File: config.mk
export PLATFORM = sky130hd
export DESIGN_NAME = mire_writer
export DESIGN_NICKNAME = d
export VERILOG_FILES = /design/src/rtl/mire_pkg.sv /design/src/rtl/mire_writer_pixel_scan_counter.sv /design/src/rtl/mire_writer.sv
export SDC_FILE = /design/constraint.sdc
export NUM_CORES = 1
export LEC_CHECK = 0
export CAP_MARGIN = 15
export CORE_MARGIN = 1.5
export CORE_UTILIZATION = 59
export CTS_CLUSTER_DIAMETER = 200
export DETAILED_ROUTE_END_ITERATION = 10
export DONT_BUFFER_PORTS = 1
export PLACE_DENSITY = 0.79
export SLEW_MARGIN = 20
export SYNTH_ARGS = -nofsm -noshare
export SYNTH_HDL_FRONTEND = slang
export SYNTH_SLANG_ARGS = --single-unit
File: constraint.sdc
create_clock -name clk -period 3.1 [get_ports clk]
set_input_delay 0.31 -clock clk [delete_from_list [all_inputs] [get_ports clk]]
set_output_delay 0.31 -clock clk [all_outputs]
set_load 0.02 [all_outputs]
File: src/rtl/mire_pkg.sv
// Shared types and constants for the test-pattern frame writer.
// Holds the writer FSM state encoding, pattern colours and Wishbone cycle-type codes.
package mire_pkg;

  typedef enum logic [1:0] {
    IDLE  = 2'd0,
    WRITE = 2'd1,
    PAUSE = 2'd2,
    DONE  = 2'd3
  } state_t;

  localparam logic [15:0] WHITE = 16'hFFFF;
  localparam logic [15:0] BLACK = 16'h0000;

  localparam logic [2:0] CTI_CLASSIC = 3'b000;
  localparam logic [1:0] BTE_LINEAR  = 2'b00;

  // Counter width for a range of n values, never narrower than one bit.
  function automatic int cnt_width(input int n);
    return (n > 1) ? $clog2(n) : 1;
  endfunction

  // True when v is a multiple of 2**log2.
  function automatic logic on_grid(input logic [31:0] v, input int unsigned log2);
    logic [31:0] mask;
    mask = (32'd1 << log2) - 32'd1;
    return (v & mask) == 32'd0;
  endfunction

endpackage

File: src/rtl/mire_writer_pixel_scan_counter.sv
// Raster x/y counter: x wraps at HDISP-1 and bumps y, y wraps at VDISP-1.
// Latency: one cycle from inc to updated x/y; backpressure: advances only on inc.
// 'last' flags the bottom-right pixel combinationally.
module pixel_scan_counter
  import mire_pkg::*;
#(
  parameter int HDISP = 640,
  parameter int VDISP = 480,
  parameter int XW    = cnt_width(HDISP),
  parameter int YW    = cnt_width(VDISP)
) (
  input  logic          clk,
  input  logic          rst,
  input  logic          clr,
  input  logic          inc,
  output logic [XW-1:0] x,
  output logic [YW-1:0] y,
  output logic          last
);

  localparam logic [XW-1:0] X_MAX = XW'(HDISP - 1);
  localparam logic [YW-1:0] Y_MAX = YW'(VDISP - 1);

  always_ff @(posedge clk) begin
    if (rst || clr) begin
      x <= '0;
      y <= '0;
    end else if (inc) begin
      if (x == X_MAX) begin
        x <= '0;
        y <= (y == Y_MAX) ? '0 : y + YW'(1);
      end else begin
        x <= x + XW'(1);
      end
    end
  end

  assign last = (x == X_MAX) && (y == Y_MAX);

endmodule

File: src/rtl/mire_writer.sv
// Wishbone master writing a grid test pattern (RGB565) into the frame buffer; MIRE_CONTINUOUS_EN loops frames forever.
// Latency: cyc/stb rise one cycle after start; one pixel per ack/err, with a one-cycle bus release every BURST_LEN writes.
// Backpressure: stb, adr and data hold until the slave acks or errs; no retry on err.
module mire_writer
  import mire_pkg::*;
#(
  parameter int          HDISP     = 640,
  parameter int          VDISP     = 480,
  parameter int          BURST_LEN = 64,
  parameter logic [31:0] BASE_ADR  = 32'd0,
  parameter int          GRID_LOG2 = 4
) (
  input  logic        clk,
  input  logic        rst,
  input  logic        start,
  output logic        busy,
  output logic        done,
  output logic        err_flag,
  output logic [31:0] wshb_adr,
  output logic [15:0] wshb_dat_ms,
  output logic [1:0]  wshb_sel,
  output logic        wshb_we,
  output logic        wshb_stb,
  output logic        wshb_cyc,
  output logic [2:0]  wshb_cti,
  output logic [1:0]  wshb_bte,
  input  logic        wshb_ack,
  input  logic        wshb_err
);

  localparam int XW = cnt_width(HDISP);
  localparam int YW = cnt_width(VDISP);
  localparam int BW = cnt_width(BURST_LEN);

  localparam logic [XW-1:0] X_MAX     = XW'(HDISP - 1);
  localparam logic [YW-1:0] Y_MAX     = YW'(VDISP - 1);
  localparam logic [BW-1:0] BURST_MAX = BW'(BURST_LEN - 1);

  state_t          state;
  logic [XW-1:0]   x;
  logic [YW-1:0]   y;
  logic            last;
  logic            clr;
  logic            accept;
  logic            pix_white;
  logic [BW-1:0]   burst_cnt;

  // An err completes the beat just like an ack; the pixel is simply lost.
  assign accept = (state == WRITE) && wshb_stb && (wshb_ack || wshb_err);
  assign clr    = start && ((state == IDLE) || (state == DONE));

  pixel_scan_counter #(
    .HDISP (HDISP),
    .VDISP (VDISP),
    .XW    (XW),
    .YW    (YW)
  ) u_scan (
    .clk  (clk),
    .rst  (rst),
    .clr  (clr),
    .inc  (accept),
    .x    (x),
    .y    (y),
    .last (last)
  );

  always_ff @(posedge clk) begin
    if (rst) begin
      state     <= IDLE;
      wshb_cyc  <= 1'b0;
      wshb_stb  <= 1'b0;
      wshb_adr  <= BASE_ADR;
      burst_cnt <= '0;
      err_flag  <= 1'b0;
    end else begin
      case (state)
        IDLE, DONE: begin
          if (start) begin
            state     <= WRITE;
            wshb_cyc  <= 1'b1;
            wshb_stb  <= 1'b1;
            wshb_adr  <= BASE_ADR;
            burst_cnt <= '0;
          end
        end
        WRITE: begin
          if (accept) begin
            if (wshb_err) err_flag <= 1'b1;
            if (last) begin
              wshb_cyc  <= 1'b0;
              wshb_stb  <= 1'b0;
              wshb_adr  <= BASE_ADR;
              burst_cnt <= '0;
`ifdef MIRE_CONTINUOUS_EN
              state     <= PAUSE;
`else
              state     <= DONE;
`endif
            end else begin
              wshb_adr <= wshb_adr + 32'd2;
              if (burst_cnt == BURST_MAX) begin
                burst_cnt <= '0;
                wshb_cyc  <= 1'b0;
                wshb_stb  <= 1'b0;
                state     <= PAUSE;
              end else begin
                burst_cnt <= burst_cnt + BW'(1);
              end
            end
          end
        end
        PAUSE: begin
          state    <= WRITE;
          wshb_cyc <= 1'b1;
          wshb_stb <= 1'b1;
        end
        default: begin
          state    <= IDLE;
          wshb_cyc <= 1'b0;
          wshb_stb <= 1'b0;
        end
      endcase
    end
  end

  // Grid lines every 2**GRID_LOG2 pixels plus a closing border on the right and bottom edges.
  assign pix_white = on_grid(32'(x), GRID_LOG2) || on_grid(32'(y), GRID_LOG2) ||
                     (x == X_MAX) || (y == Y_MAX);

  assign wshb_dat_ms = (wshb_stb && pix_white) ? WHITE : BLACK;
  assign wshb_we     = wshb_cyc;
  assign wshb_sel    = 2'b11;
  assign wshb_cti    = CTI_CLASSIC;
  assign wshb_bte    = BTE_LINEAR;
  assign busy        = (state == WRITE) || (state == PAUSE);
  assign done        = (state == DONE);

endmodule

; ---- After elaboration in Yosys (flattened, before gate mapping)
; Index checks and enable logic that the tools add are counted.
[totals]
reg_bits = 61
in_bits = 5
word_cells = 63
out_inout_bits = 61
[classes]
n_reduce_logical = 21
addsub = 4
eq_ne = 9
n_mux = 22
[op_table]
columns = operator, count
row1 = 32-bit two-way mux, 3
row2 = 32-bit zero test, 2
row3 = 32-bit case mux with 2 select lines, 1
row4 = 32-bit by 2-bit adder with 32-bit output (second input constant), 1
row5 = 6-bit two-way mux, 4
row6 = 16-bit two-way mux, 1
row7 = 6-bit case mux with 2 select lines, 1
row8 = 10-bit by 1-bit adder with 10-bit output (second input constant), 1
row9 = 10-bit == test (second input constant), 1
row10 = 10-bit two-way mux, 1
row11 = 9-bit by 1-bit adder with 9-bit output (second input constant), 1
row12 = 9-bit == test (second input constant), 1
row13 = 9-bit two-way mux, 1
row14 = 3-bit AND reduction, 3
row15 = 2-bit two-way mux, 4
row16 = 1-bit logical OR, 7
row17 = 6-bit by 1-bit adder with 6-bit output (second input constant), 1
row18 = 6-bit == test (second input constant), 1
row19 = 2-bit case mux with 3 select lines, 1
row20 = 1-bit logical AND, 5
row21 = 2-bit == test (second input constant), 2
row22 = 1-bit two-way mux, 4
row23 = 2-bit != test (second input constant), 2
row24 = 3-bit by 2-bit != test with 1-bit output (second input constant), 1
row25 = 6 further kinds, 6

; ---- Logic depth before layout (Yosys ltp)
[depth]
word_depth = 6
depth_mapped = 9
depth_no_buf = 7

; ---- Modules after synthesis
; A second synthesis with hierarchy kept.
[unflattened]
hier_cells = 377
area_unflattened_um2 = 3213.1
[by_module_without_submodules]
columns = mod, cells_each, seq_area_each_um2, n_inst, area_each_um2
row1 = mire_writer, 275, 820.8, 1, 2275.9
row2 = pixel_scan_counter, 102, 380.4, 1, 937.1

; ---- Worst setup path after synthesis
; Ideal clock, no wire load.
[synth_path]
path_kind = register -> output
from = reg u_scan.y[0]
to = out wshb_dat_ms[10]
path_buffers = 1
setup_slack_ps = 175
path_stages_with_launch = 6
required_ps = 2790
t_arrival_ps = 2615
path_cell_list = dfxtp_1 -> ha_1 -> nand3_1 -> or4b_4 -> a31oi_1 -> buf_4
[synth_via]
elab_chain_len = 6
word_cells_on_any_way = 7
cone_classes = eq/ne (1) / mux (1) / reduce/logical (5)
[synth_rtl]
columns = item, line
row1 = "start, declared", mire_writer_pixel_scan_counter.sv:17  ; output logic [YW-1:0] y,
row2 = "start signal, assigned", mire_writer_pixel_scan_counter.sv:31  ; y <= (y == Y_MAX) ? '0 : y + YW'(1);
row3 = 32-bit zero test, mire_pkg.sv:27  ; return (v & mask) == 32'd0;
row4 = 1-bit logical OR (2 in a row), mire_writer.sv:127  ; assign pix_white = on_grid(32'(x), GRID_LOG2) || on_grid(32'(y), GRID_LOG2) ||
row5 = 1-bit logical OR (*), mire_writer.sv:128  ; (x == X_MAX) || (y == Y_MAX);
row6 = 1-bit logical AND (*), mire_writer.sv:130  ; assign wshb_dat_ms = (wshb_stb && pix_white) ? WHITE : BLACK;
row7 = 16-bit two-way mux (*), mire_writer.sv:130
row8 = "end, declared", mire_writer.sv:20  ; output logic [15:0] wshb_dat_ms,
; Every way passes the cells marked *; elsewhere a longest branch is shown, timed or not.

; ---- Worst setup path after layout
[layout_path]
from = reg u_scan.y[0]
to = out wshb_dat_ms[6]
; Same word-level chain as after synthesis.

==> run_results.csv <==
group,metric,value,unit
timing,worst-slew-pin-transition,0.673,ns
floorplanning,rows,27,
timing,finalSetupTns,0,ns
synth,ys_seq_area_share,35.8,%
clock_tree,clk_path_buf_depth,2,
critical_path,rrSetupSlack,0.48,ns
power,internal-power,0.00130,W
global_routing,grt_overflow,0,
power,peakVddDrop,303,uV
drt,ant_nets,0,
clock_tree,cts.repair.resized,0,
floorplanning,start_util,60.9,%
synth,yosysWarnings,0,
timing,hold_violations,0,
global_routing,grtUsageTotal,24.5,%
clock_tree,clkTransAtPathRegs,0.06,ns
power,seqPwrFrac,41.1,%
placed_design,dp_cells,448,
global_routing,grt_pass1_vias,2641,
power,pwr-share-comb,25.9,%
placed_design,io_buffers,0,
critical_path,r2r_cells,6,
critical_path,cp-end-kind,"output port",
drt,viasPerCell,6.02,
critical_path,crit_path_end,"wshb_dat_ms[6]",
timing,skew,0.00650,ns
synth,synth_flop_cell,"dfxtp_1",
critical_path,worst-path-max-fanout,7,
power,p_sw_share,34.8,%
global_routing,antenna_found_initial,0,
timing,fin_crit_sh,91.3,%
clock_tree,cts_root_buffer,"clkbuf_8",
timing,layout_min_cycle_time,2.83,ns
timing,fmax,353,MHz
critical_path,r2r-start,"wshb_adr[2]",
finish,final_cells,461,
min_path,worstHoldStart,"rst",
critical_path,r2r_end,"wshb_adr[31]",
finish,diodes,0,
clock_tree,clock_sinks,60,
global_routing,grt_max_degree,29,
floorplanning,core_area,5510,sq um
drt,drtPass1Iterations,4,
synth,syn_inst,399,
drt,drtIter0Drc,106,
finish,area_growth,3.80,%
floorplanning,die_w,78.4,um
timing,rsz0062_at_grt,"no",
drt,drc_errors,0,
synth,synth_cell_types,56,
synth,syn-cell-area,3360,sq um
critical_path,startpoint,"u_scan.y[0]",
timing,max-slew-margin-rel,55.1,%
drt,drt_wl_total,6950,um
job,cap_violations,0,
global_routing,grt_first_pass_wirelength,12000,um
critical_path,crit_type,"reg -> out",
synth,ys_ff_latch,60,
critical_path,critPathLaunchType,"flop",
placed_design,hpwl,4960,um
finish,postLayoutCellArea,3480,sq um
placed_design,place_congestion,0.867,
power,clkPwrFrac,33.0,%
drt,wire_per_inst,15.1,um
floorplanning,ios,66,
synth,avgSynthCellArea,8.41,sq um
timing,maxSlewViolCount,0,
critical_path,required,2.79,ns
power,total_leakage_power,1.17,nW
status,status,"finished, final reports clean",
finish,drive_gt1_share,10.0,%
timing,setup_viol,0,
clock_tree,cts_buffers,9,
synth,synth_edf_count,0,
finish,fin_nets,400,
clock_tree,cts-htree-levels,3,
power,finalPower,0.00199,W
clock_tree,tritoncts,"done",
power,p_sw,0.000693,W
timing,hold-worst-slack,0.0420,ns
floorplanning,die_area,6150,sq um
clock_tree,clk_latency,0.33,ns
floorplanning,fp.dieH,78.4,um
synth,async_flop_share,0,%
clock_tree,postCtsSetupBuffers,0,
clock_tree,holdBufCountCts,0,
drt,vias,2777,
critical_path,worstPathArrival,2.52,ns
min_path,hp-class,"in -> reg",
power,power.density,571,nW/um^2
placed_design,place_area,3310,sq um
==> critical path: stages (launching register included) <==
cell and delay [ns]:
dfxtp_1 0.43, ha_1 0.24, nand3_1 0.16, or4b_4 0.57, a31oi_4 0.43, buf_4 0.35
==> cells in the final DEF (no fill, tap or decap), types with 9 or more instances in the layout <==
master	netlist	routed
dfxtp_1	60	60
nor2_1	39	39
nand2_1	32	32
nand3_1	27	27
a21oi_1	22	22
xor2_1	20	20
nand4_1	18	18
inv_1	12	12
o21ai_0	12	12
or3_1	11	11
clkbuf_8	0	10
a31oi_1	10	9
==> synth_stat cells (3+ instances only) <==
cell type / instances / area, sq um
and4_1: 4 / 35.0
inv_1: 12 / 45.0
nor2b_1: 6 / 37.5
a21oi_1: 22 / 110
a31oi_1: 10 / 62.6
and3_1: 7 / 43.8
a22oi_1: 3 / 22.5
nand4_1: 18 / 113
or4_1: 6 / 45.0
buf_2: 5 / 25.0
o21ai_0: 12 / 60.1
ha_1: 8 / 100
nor3b_1: 3 / 22.5
nand2b_1: 5 / 31.3
clkbuf_1: 5 / 18.8
nand3b_1: 3 / 22.5
nand3_1: 27 / 135
nor3_1: 7 / 35.0
buf_4: 25 / 188
xnor2_1: 7 / 61.3
or3_1: 11 / 68.8
xor2_1: 20 / 175
nand2_1: 32 / 120
dfxtp_1: 60 / 1200
nor2_1: 39 / 146
o31ai_1: 4 / 30.0
==> per-stage QoR <==
stage | utilization, % | worst slack (ns)
after global routing | 63.3 | 0.154
final | 63.3 | 0.271
after floorplan | - | 0.175
after detailed placement | 60.0 | 0.523
after global placement | 60.0 | 0.641
after CTS | 63.3 | 0.250
==> cell families after synthesis <==
logic type | after synthesis | synth area share (%)
other cells | 2 | 0.224
compound gates | 67 | 13.5
buf+inv | 48 | 8.58
xor+xnor | 27 | 7.05
fa+ha+maj | 8 | 2.98
mux | 1 | 0.336
simple gates | 186 | 31.5
flops | 60 | 35.8
==> registers in the layout (all words and copies together), names as in the netlist <==
register   flops
u_scan.x      10
wshb_cyc       1
err_flag       1
state          2
burst_cnt      6
u_scan.y       9
wshb_adr      31
==> final cells by class <==
cell class | instances | area (sq um)
clock buffer | 10 | 138
clock inverter | 3 | 40.0
sequential | 60 | 1200
fill | 480 | 2020
inverter | 12 | 45.0
timing repair buffer | 7 | 65.1
multi-input combinational | 297 | 1900
tap | 72 | 90.1
==> power groups by stage <==
stage / Sequential, W / Clock (W) / Combinational (W)
detailed placement: 0.000834 / 0 / 0.000513
CTS: 0.000817 / 0.000670 / 0.000516
global placement: 0.000833 / 0 / 0.000512
finish: 0.000817 / 0.000656 / 0.000516
floorplan: 0.000837 / 0 / 0.000494
global route: 0.000819 / 0.000707 / 0.000566
==> per-layer routing <==
| layer | GRT usage (%) | wire length, um | vias up |
|---|---|---|---|
| li1 | - | - | 1373 |
| met5 | 0 | 0 | - |
| met3 | 5.81 | 352 | 11 |
| met4 | 11.1 | 121 | 0 |
| met1 | 31.2 | 3210 | 1319 |
| met2 | 39.2 | 3260 | 74 |
==> worst min-delay path by stage <==
| stage | to | slack (ns) | cells past startpoint |
|---|---|---|---|
| 6_report | burst_cnt[2] | 0.04 | 1 |
| 3_3_place_gp | burst_cnt[2] | 0.38 | 1 |
| 4_1_cts | wshb_cyc | 0.02 | 1 |
| 3_5_place_dp | burst_cnt[2] | 0.38 | 1 |
| 5_1_grt | burst_cnt[0] | 0.03 | 1 |
| 2_1_floorplan | burst_cnt[1] | 0.44 | 2 |
No activity file was read; power rests on OpenSTA's default activity.
